===== src/rtl/buf_table_issue_pkg.sv =====
// rtl/buf_table_issue_pkg.sv - shared types and defaults for the buffer table issue block
// Contents: opcode encoding, scratchpad one-hot tags, descriptor layout,
//           default sizing constants, per-channel engine state encoding.
`timescale 1ns/1ps
package buf_table_issue_pkg;

  localparam int BT_NUM_CH        = 3;
  localparam int BUFF_TABLE_DEPTH = 10;
  localparam int BT_ADDR_W        = 16;
  localparam int BT_OP_W          = 5;
  localparam int BT_IMM_W         = 16;

  typedef enum logic [BT_OP_W-1:0] {
    OP_LD_MEM  = 5'd0,
    OP_ST_MEM  = 5'd1,
    OP_RD_BUF  = 5'd2,
    OP_WR_BUF  = 5'd3,
    OP_COMPUTE = 5'd4
  } opcode_e;

  typedef enum logic [2:0] {
    SP_IBUF = 3'b001,
    SP_WBUF = 3'b010,
    SP_OBUF = 3'b100
  } scratchpad_t;

  typedef struct packed {
    opcode_e                opcode;
    logic [2:0]             mem_width;
    logic [BT_IMM_W-1:0]    num_words;
    logic [BT_ADDR_W-1:0]   base;
    logic [BT_IMM_W-1:0]    stride;
  } buf_desc_t;

  typedef enum logic [1:0] {
    ENG_IDLE  = 2'd0,
    ENG_LOAD  = 2'd1,
    ENG_ISSUE = 2'd2
  } eng_state_e;

endpackage


===== src/rtl/buf_table_issue_chan.sv =====
// rtl/buf_table_issue_chan.sv - one channel: descriptor FIFO plus strided address issue engine
// Ports: i_clk/i_rst/i_flush control; i_push + descriptor fields in; o_full;
//        o_req_* / i_req_ready request port; o_occupancy FIFO count; o_busy.
`timescale 1ns/1ps
module buf_chan_engine
  import buf_table_issue_pkg::*;
#(
  parameter int DEPTH  = BUFF_TABLE_DEPTH,
  parameter int ADDR_W = BT_ADDR_W,
  parameter int IMM_W  = BT_IMM_W
) (
  input  logic                         i_clk,
  input  logic                         i_rst,
  input  logic                         i_flush,
  input  logic                         i_push,
  input  logic                         i_push_write,
  input  logic [2:0]                   i_push_width,
  input  logic [IMM_W-1:0]             i_push_num_words,
  input  logic [ADDR_W-1:0]            i_push_base,
  input  logic [IMM_W-1:0]             i_push_stride,
  output logic                         o_full,
  output logic                         o_req_valid,
  input  logic                         i_req_ready,
  output logic [ADDR_W-1:0]            o_req_addr,
  output logic [2:0]                   o_req_width,
  output logic                         o_req_write,
  output logic                         o_req_last,
  output logic [$clog2(DEPTH+1)-1:0]   o_occupancy,
  output logic                         o_busy
);

  localparam int CNT_W = $clog2(DEPTH+1);
  localparam int PTR_W = $clog2(DEPTH);
  // Entry layout, MSB first: write, width, num_words, base, stride
  localparam int ENT_W = 1 + 3 + IMM_W + ADDR_W + IMM_W;

  logic [ENT_W-1:0]  r_mem [DEPTH];
  logic [PTR_W-1:0]  r_wr_ptr;
  logic [PTR_W-1:0]  r_rd_ptr;
  logic [CNT_W-1:0]  r_count;

  eng_state_e        r_state;
  eng_state_e        w_state_nxt;

  logic [ADDR_W-1:0] r_addr;
  logic [IMM_W-1:0]  r_k;
  logic [IMM_W-1:0]  r_nw;
  logic [IMM_W-1:0]  r_stride;
  logic [2:0]        r_width;
  logic              r_write;

  logic [ENT_W-1:0]  w_head;
  logic              w_hs;
  logic              w_pop;
  logic              w_clear;

  assign w_clear     = i_rst | i_flush;
  assign w_head      = r_mem[r_rd_ptr];
  assign o_req_valid = (r_state == ENG_ISSUE);
  assign o_req_last  = o_req_valid & (r_k == r_nw - 1'b1);
  assign o_req_addr  = r_addr;
  assign o_req_width = r_width;
  assign o_req_write = r_write;
  assign w_hs        = o_req_valid & i_req_ready;
  // The head stays in the FIFO until its final word is handshaken.
  assign w_pop       = w_hs & o_req_last;
  assign o_full      = (r_count == CNT_W'(DEPTH));
  assign o_occupancy = r_count;
  assign o_busy      = (r_count != '0) | (r_state != ENG_IDLE);

  function automatic logic [PTR_W-1:0] ptr_inc(input logic [PTR_W-1:0] p);
    return (p == PTR_W'(DEPTH-1)) ? '0 : p + 1'b1;
  endfunction

  always_ff @(posedge i_clk) begin
    if (i_push) begin
      r_mem[r_wr_ptr] <= {i_push_write, i_push_width, i_push_num_words, i_push_base, i_push_stride};
    end
  end

  always_ff @(posedge i_clk) begin
    if (w_clear) begin
      r_wr_ptr <= '0;
      r_rd_ptr <= '0;
      r_count  <= '0;
    end else begin
      if (i_push) r_wr_ptr <= ptr_inc(r_wr_ptr);
      if (w_pop)  r_rd_ptr <= ptr_inc(r_rd_ptr);
      case ({i_push, w_pop})
        2'b10:   r_count <= r_count + 1'b1;
        2'b01:   r_count <= r_count - 1'b1;
        default: r_count <= r_count;
      endcase
    end
  end

  always_ff @(posedge i_clk) begin
    if (w_clear) r_state <= ENG_IDLE;
    else         r_state <= w_state_nxt;
  end

  always_comb begin
    w_state_nxt = r_state;
    case (r_state)
      ENG_IDLE:  if (r_count != '0) w_state_nxt = ENG_LOAD;
      ENG_LOAD:  w_state_nxt = ENG_ISSUE;
      ENG_ISSUE: if (w_pop) w_state_nxt = ENG_IDLE;
      default:   w_state_nxt = ENG_IDLE;
    endcase
  end

  always_ff @(posedge i_clk) begin
    if (w_clear) begin
      r_addr   <= '0;
      r_k      <= '0;
      r_nw     <= '0;
      r_stride <= '0;
      r_width  <= '0;
      r_write  <= 1'b0;
    end else if (r_state == ENG_LOAD) begin
      r_stride <= w_head[0 +: IMM_W];
      r_addr   <= w_head[IMM_W +: ADDR_W];
      r_nw     <= w_head[IMM_W+ADDR_W +: IMM_W];
      r_width  <= w_head[2*IMM_W+ADDR_W +: 3];
      r_write  <= w_head[ENT_W-1];
      r_k      <= '0;
    end else if (w_hs) begin
      // Stride is zero-extended; the sum wraps modulo 2^ADDR_W.
      r_addr <= r_addr + ADDR_W'(r_stride);
      r_k    <= r_k + 1'b1;
    end
  end

endmodule


===== src/rtl/buf_table_issue.sv =====
// rtl/buf_table_issue.sv - multi-channel buffer table: descriptor acceptance/reject and channel fan-out
// Ports: CLK, RST (sync, active high), flush; in_* descriptor handshake with in_err;
//        per-channel req_valid/req_ready/req_addr/req_width/req_write/req_last; occupancy; busy.
`timescale 1ns/1ps
module buf_table_issue
  import buf_table_issue_pkg::*;
#(
  parameter int NUM_CH = BT_NUM_CH,
  parameter int DEPTH  = BUFF_TABLE_DEPTH,
  parameter int ADDR_W = BT_ADDR_W,
  parameter int OP_W   = BT_OP_W,
  parameter int IMM_W  = BT_IMM_W
) (
  input  logic                                 CLK,
  input  logic                                 RST,
  input  logic                                 flush,
  input  logic                                 in_valid,
  output logic                                 in_ready,
  input  logic [NUM_CH-1:0]                    in_chan,
  input  logic [OP_W-1:0]                      in_opcode,
  input  logic [2:0]                           in_mem_width,
  input  logic [IMM_W-1:0]                     in_num_words,
  input  logic [ADDR_W-1:0]                    in_base,
  input  logic [IMM_W-1:0]                     in_stride,
  output logic                                 in_err,
  output logic [NUM_CH-1:0]                    req_valid,
  input  logic [NUM_CH-1:0]                    req_ready,
  output logic [NUM_CH*ADDR_W-1:0]             req_addr,
  output logic [NUM_CH*3-1:0]                  req_width,
  output logic [NUM_CH-1:0]                    req_write,
  output logic [NUM_CH-1:0]                    req_last,
  output logic [NUM_CH*$clog2(DEPTH+1)-1:0]    occupancy,
  output logic                                 busy
);

  localparam int CNT_W = $clog2(DEPTH+1);

  logic              w_onehot;
  logic              w_op_ok;
  logic              w_reject;
  logic              w_sel_full;
  logic              w_push_ok;
  logic              w_is_write;
  logic [NUM_CH-1:0] w_full;
  logic [NUM_CH-1:0] w_busy;
  logic              r_err;

  assign w_onehot   = (in_chan != '0) && ((in_chan & (in_chan - 1'b1)) == '0);
  assign w_op_ok    = (in_opcode == OP_W'(OP_LD_MEM)) || (in_opcode == OP_W'(OP_ST_MEM)) ||
                      (in_opcode == OP_W'(OP_RD_BUF)) || (in_opcode == OP_W'(OP_WR_BUF));
  assign w_is_write = (in_opcode == OP_W'(OP_ST_MEM)) || (in_opcode == OP_W'(OP_WR_BUF));
  assign w_reject   = in_valid & ~RST & ~flush & (~w_onehot | ~w_op_ok | (in_num_words == '0));
  assign w_sel_full = |(in_chan & w_full);
  // Malformed descriptors are swallowed (ready forced) so the decoder never stalls on them.
  assign in_ready   = ~RST & ~flush & ((w_onehot & ~w_sel_full) | w_reject);
  assign w_push_ok  = in_valid & in_ready & ~w_reject;
  assign in_err     = r_err;
  assign busy       = |w_busy;

  always_ff @(posedge CLK) begin
    if (RST) r_err <= 1'b0;
    else     r_err <= w_reject;
  end

  for (genvar c = 0; c < NUM_CH; c++) begin : g_ch
    buf_chan_engine #(
      .DEPTH  (DEPTH),
      .ADDR_W (ADDR_W),
      .IMM_W  (IMM_W)
    ) u_eng (
      .i_clk            (CLK),
      .i_rst            (RST),
      .i_flush          (flush),
      .i_push           (w_push_ok & in_chan[c]),
      .i_push_write     (w_is_write),
      .i_push_width     (in_mem_width),
      .i_push_num_words (in_num_words),
      .i_push_base      (in_base),
      .i_push_stride    (in_stride),
      .o_full           (w_full[c]),
      .o_req_valid      (req_valid[c]),
      .i_req_ready      (req_ready[c]),
      .o_req_addr       (req_addr[c*ADDR_W +: ADDR_W]),
      .o_req_width      (req_width[c*3 +: 3]),
      .o_req_write      (req_write[c]),
      .o_req_last       (req_last[c]),
      .o_occupancy      (occupancy[c*CNT_W +: CNT_W]),
      .o_busy           (w_busy[c])
    );
  end

endmodule


===== config.mk =====
export PLATFORM = sky130hd
export DESIGN_NAME = buf_table_issue
export DESIGN_NICKNAME = d
export VERILOG_FILES = /design/src/rtl/buf_table_issue_pkg.sv /design/src/rtl/buf_table_issue_chan.sv /design/src/rtl/buf_table_issue.sv
export SDC_FILE = /design/constraint.sdc
export NUM_CORES = 2
export LEC_CHECK = 0
export CAP_MARGIN = 0
export CORE_ASPECT_RATIO = 1.4
export CORE_MARGIN = 5
export CORE_UTILIZATION = 54
export DETAILED_ROUTE_END_ITERATION = 12
export HOLD_SLACK_MARGIN = 0.1
export PLACE_DENSITY_LB_ADDON = 0.25
export SLEW_MARGIN = 15
export SYNTH_ARGS = -nofsm -noshare
export SYNTH_HDL_FRONTEND = slang
export SYNTH_SLANG_ARGS = --single-unit

===== constraint.sdc =====
create_clock -name CLK -period 11.5 [get_ports CLK]
set_input_delay 3.45 -clock CLK [delete_from_list [all_inputs] [get_ports CLK]]
set_output_delay 3.45 -clock CLK [all_outputs]
set_load 0.02 [all_outputs]

==> results_dict.tcl <==
set metrics [dict create \
    slew_headroom_pct 28.62 \
    min_from "g_ch[2].u_eng.r_state[1]$_SDFFE_PP0P_" \
    syn_to_final_growth_pct 12.46 \
    cts_tree "done" \
    drc 0 \
    holdPathEnd "g_ch[2].u_eng.r_state[0]$_SDFFE_PP0P_" \
    place_ws_ps 1630 \
    vias_per_cell 6.159 \
    synth_flop_cell "edfxtp_1" \
    cts-root-buf "clkbuf_16" \
    setup_ws_ps 1674 \
    core_um2 135300 \
    final_antenna_net_count 0 \
    final_cell_mix "edfxtp_1, mux4_2, a211oi_1" \
    rsz0062_at_grt "no" \
    holdWs_ps 473.5 \
    place_hpwl_um 99080 \
    ctsResizeCount 0 \
    postCtsHoldBufs 0 \
    synth_cells 4384 \
    crit_family "buffers and inverters" \
    cp_num_buf_inv 2 \
    fin_util_pct 60.91 \
    grt_usage_pct 24.17 \
    synth.mux.area_fraction_pct 11.89 \
    yosysTopAreaCell "edfxtp_1" \
    async_flop_share_pct 0 \
    h-tree-depth 4 \
    drive_above_1_share_pct 16.00 \
    row_count 160 \
    p_clk_share_pct 42.7 \
    fin_crit_sh_pct 85.44 \
    start_util_pct 54.17 \
    tightest_slew_ps 1061 \
    critPathSlowestCell "clkdlybuf4s50_1" \
    final_common_cell "edfxtp_1" \
    worstPathArrival_ps 6380 \
    path_clk_slew_ps 60 \
    grt_pass1_wl_um 256600 \
    vias 39813 \
    finalHoldViolations 0 \
    cp.required_ps 8050 \
    status "finished clean" \
    synth_xor_area_share_pct 1.780 \
    grt_pass1_vias 40500 \
    critPathLaunch "in_num_words[15]" \
    place.port_buffers 145 \
    drt_iter0_drc 3272 \
    synth-adder-area-share_pct 1.188 \
    regToRegSetupSlack_ps 6870 \
    maxCapViolCount 0 \
    whs_path_depth 1 \
    yosys_register_bits 1819 \
    cp_max_fo 7 \
    min_path_type "reg -> reg" \
    drv_slew 0 \
    p_comb_share_pct 1.4 \
    cts_sinks 1819 \
    seq_area_frac_synth_pct 70.98 \
    synthSimpleGateAreaFrac_pct 5.914 \
    max_stage_delay_ps 790 \
    p_sw_share_pct 19.60 \
    synth.avg_cell_area_um2 16.72 \
    r2r_end "g_ch[1].u_eng.o_occupancy[3]$_SDFFE_PP0P_" \
    dr.pass1.iters 5 \
    skew_ps 24.89 \
    p_sw_mw 2.506 \
    reg2regPathDepth 15 \
    routedWlPerCell_um 26.87 \
    io_pins 147 \
    synth-edff-count 1560 \
    die_h_um 445.9 \
    synthTopCellsByArea "edfxtp_1, mux4_2, dfxtp_1, a211oi_1, mux2i_1" \
    grt_max_degree 146 \
    worst_setup_path_end_kind "output pin" \
    clk_latency_ps 790 \
    synth_top_family_by_area "multiplexers" \
    syn-cell-area_um2 73300 \
    path_depth 7 \
    postCtsSetupBuffers 0 \
    setup-tns-final_ps 0 \
    clockBufferDepth 3 \
    antenna_found_initial 7 \
    routed_wl_um 173700 \
    power.density_nw_per_um2 155.1 \
    numCtsBuffers 164 \
    p_int_mw 10.28 \
    critical_path_class "in -> out" \
    max_freq_mhz 101.8 \
    nNetsFinal 4675 \
    gp_congestion 0.8546 \
    fin_crit_ps 9826 \
    grt-ovfl-total 0 \
    p_leak_nw 25.49 \
    crit_path_start_kind "primary input" \
    vdd_ir_drop_max_uv 116.4 \
    ys_types 78 \
    synth_compound_area_share_pct 6.538 \
    fp.dieW_um 321.4 \
    ys_warn_count 0 \
    syn_nets 4516 \
    path_cells "clkdlybuf4s50_1 -> nor4_1 -> nand4_1 -> nand3_1 -> nand3_1 -> a21oi_1 -> clkdlybuf4s50_1" \
    setup_viol_count_final 0 \
    netlist.area_leader.share_pct 63.91 \
    reg2reg_from "g_ch[1].u_eng.r_nw[0]$_SDFFE_PP0P_" \
    p_seq_share_pct 55.9 \
    dieArea_um2 143300 \
]
==> flip-flops by register name, summed over array words and instances (netlist names), named ones only <==
name / cells
g_ch.u_eng.o_occupancy: 12
g_ch.u_eng.o_req_addr: 48
g_ch.u_eng.o_req_width: 9
g_ch.u_eng.o_req_write: 3
g_ch.u_eng.r_k: 48
g_ch.u_eng.r_mem: 1560
g_ch.u_eng.r_nw: 48
g_ch.u_eng.r_rd_ptr: 12
g_ch.u_eng.r_state: 6
g_ch.u_eng.r_stride: 48
g_ch.u_eng.r_wr_ptr: 12
in_err: 1
==> power groups by stage <==
stage / Combinational, mW / Sequential [mW] / Clock [mW]
2_1_floorplan: 0.0196 / 7.29 / 0
6_report: 0.180 / 7.15 / 5.46
3_3_place_gp: 0.175 / 7.29 / 0
3_5_place_dp: 0.182 / 7.29 / 0
4_1_cts: 0.182 / 7.14 / 5.55
5_1_grt: 0.189 / 7.14 / 5.83
==> how the worst max path moves through the flow <==
stage	slack, ps	to
after detailed placement	1630	in_ready
after global placement	1610	in_ready
after global routing	1600	in_ready
after floorplan	1040	g_ch[1].u_eng.r_mem[2][0]$_DFFE_PP_
after CTS	1620	in_ready
final	1670	in_ready
==> area by class of cell <==
cell class                 instances  area [µm²]
tap                             1782        2230
timing repair buffer             261        2347
sequential                      1819       52070
clock buffer                     222        4592
fill                            9802       52900
inverter                          48       180.2
multi-input combinational       2249       20240
antenna                            1       2.502
clock inverter                    82       762.0
==> cell families (layout without fill, tap and decap cells) <==
group,after synthesis,in the layout
simple gates,837,837
xor+xnor,149,149
fa+ha+maj,66,66
other cells,0,1
mux,480,480
buf+inv,316,613
flops,1819,1819
compound gates,717,717
==> metal layers <==
layer	track usage [%]	up-vias	part of all wire [%]
li1	-	17705	-
met2	41.63	1270	51
met5	0	-	0
met3	4.518	313	6.6
met4	9.653	0	4.3
met1	30.51	20525	38
==> synthesized netlist by cell type (60+ instances only) <==
cell / n
a211oi_1: 309
dfxtp_1: 259
ha_1: 60
nor2b_1: 172
nand2_1: 92
mux4_2: 312
edfxtp_1: 1560
nor3_1: 66
a21oi_1: 230
clkbuf_1: 191
xnor2_1: 68
nor2_1: 271
xor2_1: 81
mux2i_1: 163
==> stage by stage <==
| step | std cells | cell area [µm²] | power (mW) |
|---|---|---|---|
| 4_1_cts | 6463 | 82430 | 12.88 |
| 3_3_place_gp | 6159 | 77080 | 7.463 |
| 3_5_place_dp | 6159 | 77080 | 7.471 |
| 2_1_floorplan | 4384 | 73300 | 7.313 |
| 6_report | 6464 | 82430 | 12.79 |
| 5_1_grt | 6464 | 82430 | 13.16 |
Note: power is estimated with default switching activity, not from simulation.
